===== config.mk =====
export PLATFORM = sky130hd
export DESIGN_NAME = pipe_stage_skid
export DESIGN_NICKNAME = d
export VERILOG_FILES = /design/src/rtl/pipe_stage_skid.sv
export SDC_FILE = /design/constraint.sdc
export NUM_CORES = 1
export LEC_CHECK = 0
export CAP_MARGIN = 20
export CORE_MARGIN = 3
export CORE_UTILIZATION = 36
export DETAILED_ROUTE_END_ITERATION = 12
export SLEW_MARGIN = 20
export SYNTH_ARGS = -nofsm -noshare
export SYNTH_HDL_FRONTEND = slang
export SYNTH_SLANG_ARGS = --single-unit

===== constraint.sdc =====
create_clock -name clk -period 2.5 [get_ports clk]
set_clock_uncertainty 0.1 [all_clocks]
set_input_delay 0.5 -clock clk [delete_from_list [all_inputs] [get_ports clk]]
set_output_delay 0.5 -clock clk [all_outputs]
set_load 0.01 [all_outputs]

===== src/rtl/pipe_stage_skid.sv =====
// pipe_stage_skid
//   Reusable pipeline stage register carrying a payload and a control bundle
//   across a valid/ready boundary through a two-entry skid buffer. Every
//   output is a flop output, and in_ready never depends combinationally on
//   out_ready.
//
// Parameters
//   DATA_W    payload width (>=1)
//   CTRL_W    control bundle width (>=1)
//   CNT_W     back-pressure counter width
//
// Ports
//   clk        clock, rising edge
//   rst        asynchronous active-low reset
//   flush      synchronous discard of all held entries (highest priority)
//   stall      hazard hold; gates the output handshake
//   in_valid   upstream entry present
//   in_ready   stage can accept (registered)
//   in_data    upstream payload
//   in_ctrl    upstream control bundle
//   out_valid  head entry present
//   out_ready  downstream can accept
//   out_data   head payload (holds last value on bubbles)
//   out_ctrl   head control, zero whenever out_valid is 0
//   occupancy  entries held: 0, 1 or 2
//   stall_cnt  saturating count of cycles with out_valid and no fire
module pipe_stage_skid #(
  parameter int DATA_W = 64,
  parameter int CTRL_W = 8,
  parameter int CNT_W  = 16
) (
  input  logic              clk,
  input  logic              rst,
  input  logic              flush,
  input  logic              stall,
  input  logic              in_valid,
  output logic              in_ready,
  input  logic [DATA_W-1:0] in_data,
  input  logic [CTRL_W-1:0] in_ctrl,
  output logic              out_valid,
  input  logic              out_ready,
  output logic [DATA_W-1:0] out_data,
  output logic [CTRL_W-1:0] out_ctrl,
  output logic [1:0]        occupancy,
  output logic [CNT_W-1:0]  stall_cnt
);

  typedef enum logic [1:0] {
    EMPTY = 2'd0,
    ONE   = 2'd1,
    FULL  = 2'd2
  } state_t;

  state_t            state;
  logic [DATA_W-1:0] main_data;
  logic [CTRL_W-1:0] main_ctrl;
  logic [DATA_W-1:0] skid_data;
  logic [CTRL_W-1:0] skid_ctrl;
  logic [CNT_W-1:0]  cnt;

  logic accept;
  logic fire;

  // Outputs decode registered state only; no input reaches an output.
  assign in_ready  = (state != FULL);
  assign out_valid = (state != EMPTY);
  assign occupancy = state;
  assign out_data  = main_data;
  assign out_ctrl  = main_ctrl;
  assign stall_cnt = cnt;

  always_comb begin
    accept = in_valid & in_ready;
    fire   = out_valid & out_ready & ~stall;
  end

  // main_ctrl is cleared on every transition into EMPTY so that a bubble
  // always presents zero control without gating logic on the output.
  always_ff @(posedge clk or negedge rst) begin
    if (!rst) begin
      state     <= EMPTY;
      main_data <= '0;
      main_ctrl <= '0;
      skid_data <= '0;
      skid_ctrl <= '0;
      cnt       <= '0;
    end else begin
      if (out_valid && !fire && (cnt != '1))
        cnt <= cnt + 1'b1;

      if (flush) begin
        state     <= EMPTY;
        main_ctrl <= '0;
      end else begin
        case (state)
          EMPTY: begin
            if (accept) begin
              main_data <= in_data;
              main_ctrl <= in_ctrl;
              state     <= ONE;
            end
          end
          ONE: begin
            if (accept && fire) begin
              main_data <= in_data;
              main_ctrl <= in_ctrl;
            end else if (accept) begin
              skid_data <= in_data;
              skid_ctrl <= in_ctrl;
              state     <= FULL;
            end else if (fire) begin
              main_ctrl <= '0;
              state     <= EMPTY;
            end
          end
          FULL: begin
            if (fire) begin
              main_data <= skid_data;
              main_ctrl <= skid_ctrl;
              state     <= ONE;
            end
          end
          default: begin
            main_ctrl <= '0;
            state     <= EMPTY;
          end
        endcase
      end
    end
  end

endmodule


; After elaboration in Yosys (flattened, before gate mapping)
; Cells that the tools add are included.
[word_totals]
register_bits = 162
latchBits = 0
ramBits = 0
rom_bits = 0
input_bits = 78
output_inout_bits = 92
elab_cells = 55
n_memories = 0
[op_classes]
add_sub_neg = 1
multipliers = 0
div = 0
order_cmp = 0
eq_ne = 13
shifts = 0
muxes = 18
bitwise = 6
n_reduce_logical = 11
[op_table]
columns = op, n
row1 = 64-bit two-way mux, 3
row2 = 64-bit one-hot mux with 3 select lines, 1
row3 = 8-bit two-way mux, 6
row4 = 8-bit one-hot mux with 3 select lines, 1
row5 = "16-bit by 1-bit adder with 16-bit output, second input constant", 1
row6 = "16-bit != test, second input constant", 1
row7 = 2-bit two-way mux, 6
row8 = "4-bit != test, second input constant", 3
row9 = 4-bit AND reduction, 3
row10 = "3-bit != test, second input constant", 3
row11 = "2-bit != test, second input constant", 4
row12 = 2-bit one-hot mux with 3 select lines, 1
row13 = 5-bit AND reduction, 1
row14 = 1-bit AND, 3
row15 = 1-bit logical AND, 3
row16 = 1-bit NOT, 3
row17 = 3-bit nonzero test, 1
row18 = "2-bit by 1-bit equality test with 1-bit output, second input constant", 1
row19 = "2-bit equality test, second input constant", 1
row20 = 2-bit zero test, 1
row21 = 2-bit nonzero test, 1
row22 = 1-bit zero test, 1

; Longest topological paths before layout
[depth]
ltp_word = 8
mapped_depth = 8
mapped_depth_nobuf = 5

; Worst setup path before layout
; OpenSTA, ideal clock, no wires.
[synth_path]
path_kind = input to register
startpoint = in out_ready
endpoint = reg skid_data[33]
setup_ps = 125
arrival_ps = 1697
t_required_ps = 2275
slack_ps = 578
stages = 5
n_path_buf = 2
path_cell_list = nor2b_1 buf_4 nor3_4 buf_6 mux2_2
[synth_between]
elab_chain_len = 5
[synth_rtl]
columns = item, line_no
row1 = "start, declared", 41  ; input logic out_ready,
row2 = 1-bit AND (2 in series), 74  ; fire = out_valid & out_ready & ~stall;
row3 = 1-bit logical AND, 104  ; if (accept && fire) begin
row4 = 1-bit NOT (no line), --
row5 = 4-bit AND reduction (no line), --
row6 = "end signal, assigned", 108  ; skid_data <= in_data;
row7 = "end, declared", 57  ; logic [DATA_W-1:0] skid_data;
; No other way between the ends.
; A chain may end at the register's enable or synchronous reset.

; Final worst setup path
[layout_path]
startpoint = reg state[1] (netlist: occupancy[1])
endpoint = out in_ready
[layout_between]
elab_chain_len = 1
[layout_rtl]
columns = item, line_no
row1 = "start, declared", 54  ; state_t state;
row2 = "start signal, assigned", 81  ; state <= EMPTY;
row3 = "start signal, assigned", 92  ; state <= EMPTY;
row4 = "start signal, assigned", 100  ; state <= ONE;
row5 = 2-bit != test, 65  ; assign in_ready = (state != FULL);
row6 = "end, declared", 37  ; output logic in_ready,
; No other way between the ends.

==> results.md <==
- Outcome: finished clean
- Sequential area share after synthesis: 57.57%
- IO Pins: 170
- Via Count: 5351
- Share of layout cells above drive strength 1: 15.66%
- WHS: 0.3881 ns
- Fin crit share: 92.24%
- Syn Inst Count: between 600 and 700
- Vias per inst: 4.996
- Peak Freq: 0.4337 GHz
- Sink Count: 162
- Dpl hpwl: about 12 mm
- Leakage: 4.027 nW
- Root Buffer: clkbuf_16
- Most common cell after layout, fill and taps aside: clkdlybuf4s50_1
- Gr usage total: 17.06%
- Post-synth top flop: dfrtp_1
- Slew @ Worst Pin: ~0.8 ns
- Postcts setup bufs: 0
- Number of synthesized flops with an enable pin: 0
- Gpl congestion: roughly 0.86
- Post-synth cell types: 42
- Chip Height: 145.9 µm
- Worst EP arrival: 1.71 ns
- Syn Nets: a little over 700
- Most frequent cells in the layout: clkdlybuf4s50_1 (168), dfrtp_1 (160), nand2_1 (135)
- CP Class: reg2out
- Row cnt: 50
- Slew HR: 45.22%
- Clk buf depth: 2
- IO buf count: 169
- Core Area: 18960 µm²
- Max_cap viols: 0
- Largest net degree at the start of global routing: 73
- CTS Buf Count: 17
- Area grow syn2layout: 37.01%
- Global-route wire length before repair: 29.42 mm
- Synth Register Bits: about 160
- Drc violations: 0
- Startpoint Class: flop
- Initial antenna violation count: 0
- Filler cells: 1704
- Final hold violation count: 0
- Worst Path Max Fanout: 12
- 1st-iter DRT viols: 222
- Max Transition Viols Final: 0
- Synthesized area per cell: 11.21 µm²
- CP endpoint kind: output port
- Total Neg Setup Slack: 0 ns
- Worst vdd ir: roughly 0.48 mV
- CP required: 1.90 ns
- H-tree depth: 4
- Clock transition at path regs: 0.07 ns
- Crit path time final: 2.306 ns
- Setup violations, final: 0
- RSZ-0062 raised after global routing: no
- Warnings, synthesis: 0
- Die width: 145.9 µm
- Async set-or-reset flop fraction in the synthesized netlist: 100.0%
- Final Routed Wirelength: around 18 mm
- HP Class: reg2reg
- Remaining Overflow, GRT: 0
- FF+latch area: 4056 µm²
- Total iterations of the first detailed-routing run: 4
- Cell Area, Synth: 7042 µm²
- Wirelength per Cell: 16.61 µm
- Layout Utilization: 50.90%
- Multi-input gate area: 2680 µm²
- Power Density: between 800 and 900 nW/µm²
- ANT nets after route: 0
- Initial core utilization: 37.15%
- Final #Nets: 877
- CTS tree: done
- Antenna cells: 0
- Die ar.: 21280 µm²
- Vias in the first global route: 5597
- Clock latency at the later pin of the worst-skew pair: 0.42 ns
[timing repair]
action                                 in CTS  in global routing
gates resized for setup                     0                  2
setup endpoints to repair                   0                  1
hold buffers                                1                  0
endpoints found under the hold margin      34                  0
[flip-flops by register name, summed over array words and instances, names as in the netlist]
name and count:
out_ctrl 8, stall_cnt 16, skid_ctrl 8, out_data 64
occupancy 2, skid_data 64
[Yosys cell counts, types with 2 or more instances]
cell,number,area share (%)
dfrtp_1,162,58
nand2_1,135,7.2
nor2_1,66,3.5
a31oi_1,65,5.8
mux2_2,63,10
a22o_1,16,2.0
buf_6,15,2.4
mux2_1,12,1.9
nand4_1,12,1.1
xnor2_1,10,1.2
buf_2,9,0.64
clkbuf_1,7,0.37
and3_1,5,0.44
and2_1,4,0.36
buf_4,4,0.43
nand3_1,4,0.28
and4_1,3,0.37
nand3b_1,3,0.32
nor3_1,3,0.21
a21oi_1,2,0.14
a21oi_2,2,0.25
buf_1,2,0.11
buf_8,2,0.43
inv_1,2,0.11
nand4bb_1,2,0.32
nor2b_1,2,0.18
[through the flow]
step | std cells | total power [W] | setup slack, ns | cell area [µm²]
5_1_grt | 1071 | 0.008767 | 0.1104 | 9648
3_3_place_gp | 1038 | 0.005538 | 0.05829 | 9010
3_5_place_dp | 1038 | 0.005639 | 0.01470 | 9010
6_report | 1071 | 0.008304 | 0.1941 | 9648
2_1_floorplan | 628 | 0.004586 | 0.5778 | 7042
4_1_cts | 1071 | 0.008417 | 0.05084 | 9646
[final cells by class]
type | instances | share of cell area [%]
clock buffer | 17 | 4.409
clock inverter | 15 | 2.075
timing repair buffer | 190 | 20.24
inverter | 2 | 0.07781
multi-input combinational | 425 | 27.78
sequential | 162 | 42.04
tap | 260 | 3.372
[worst max-delay path, cell delays in order, from the launching register on]
cell and delay, ns:
dfrtp_2 0.49, nor2b_4 0.16, inv_2 0.06, clkdlybuf4s50_1 0.58
[power breakdown]
| part | switching (W) | internal, W | total [W] | leakage [nW] |
|---|---|---|---|---|
| registers | 0.000407 | 0.00328 | 0.00369 | 1.93 |
| clock network | 0.00113 | 0.00160 | 0.00274 | 0.303 |
| logic | 0.000761 | 0.00111 | 0.00188 | 1.80 |
[path summary, 6_finish.rpt]
check	start	end	slack, ns	depth (start not counted)
setup / recovery	occupancy[1]	in_ready	0.19	3
hold / removal	skid_data[7]	skid_data[7]	0.39	1
setup reg to reg	stall_cnt[0]	stall_cnt[1]	0.54	5
hold reg to reg	skid_data[7]	skid_data[7]	0.39	1
max in group asynchronous	rst	skid_data[37]	1.16	3
min in group asynchronous	rst	out_data[7]	0.46	2
[cells by family (layout without fill, tap and decap cells)]
| family | after synthesis | after routing | synth area share, % |
|---|---|---|---|
| AO/OA/AOI/OAI | 93 | 93 | 9.151 |
| XOR/XNOR | 11 | 11 | 1.368 |
| adder cells (fa/ha/maj) | 1 | 1 | 0.1777 |
| buffers and inverters | 41 | 224 | 4.478 |
| flip-flops | 162 | 162 | 57.57 |
| multiplexers | 75 | 75 | 11.99 |
| AND/OR/NAND/NOR | 245 | 245 | 15.26 |
[metal layers]
metal / wire length (µm) / global-route usage (%) / vias up
li1: - / - / 2537
met1: 7924 / 22.01 / 2632
met2: 8511 / 28.24 / 162
met3: 1107 / 4.640 / 20
met4: 248 / 4.986 / 0
met5: 0 / 0 / -
(Power assumes the default switching activity.)
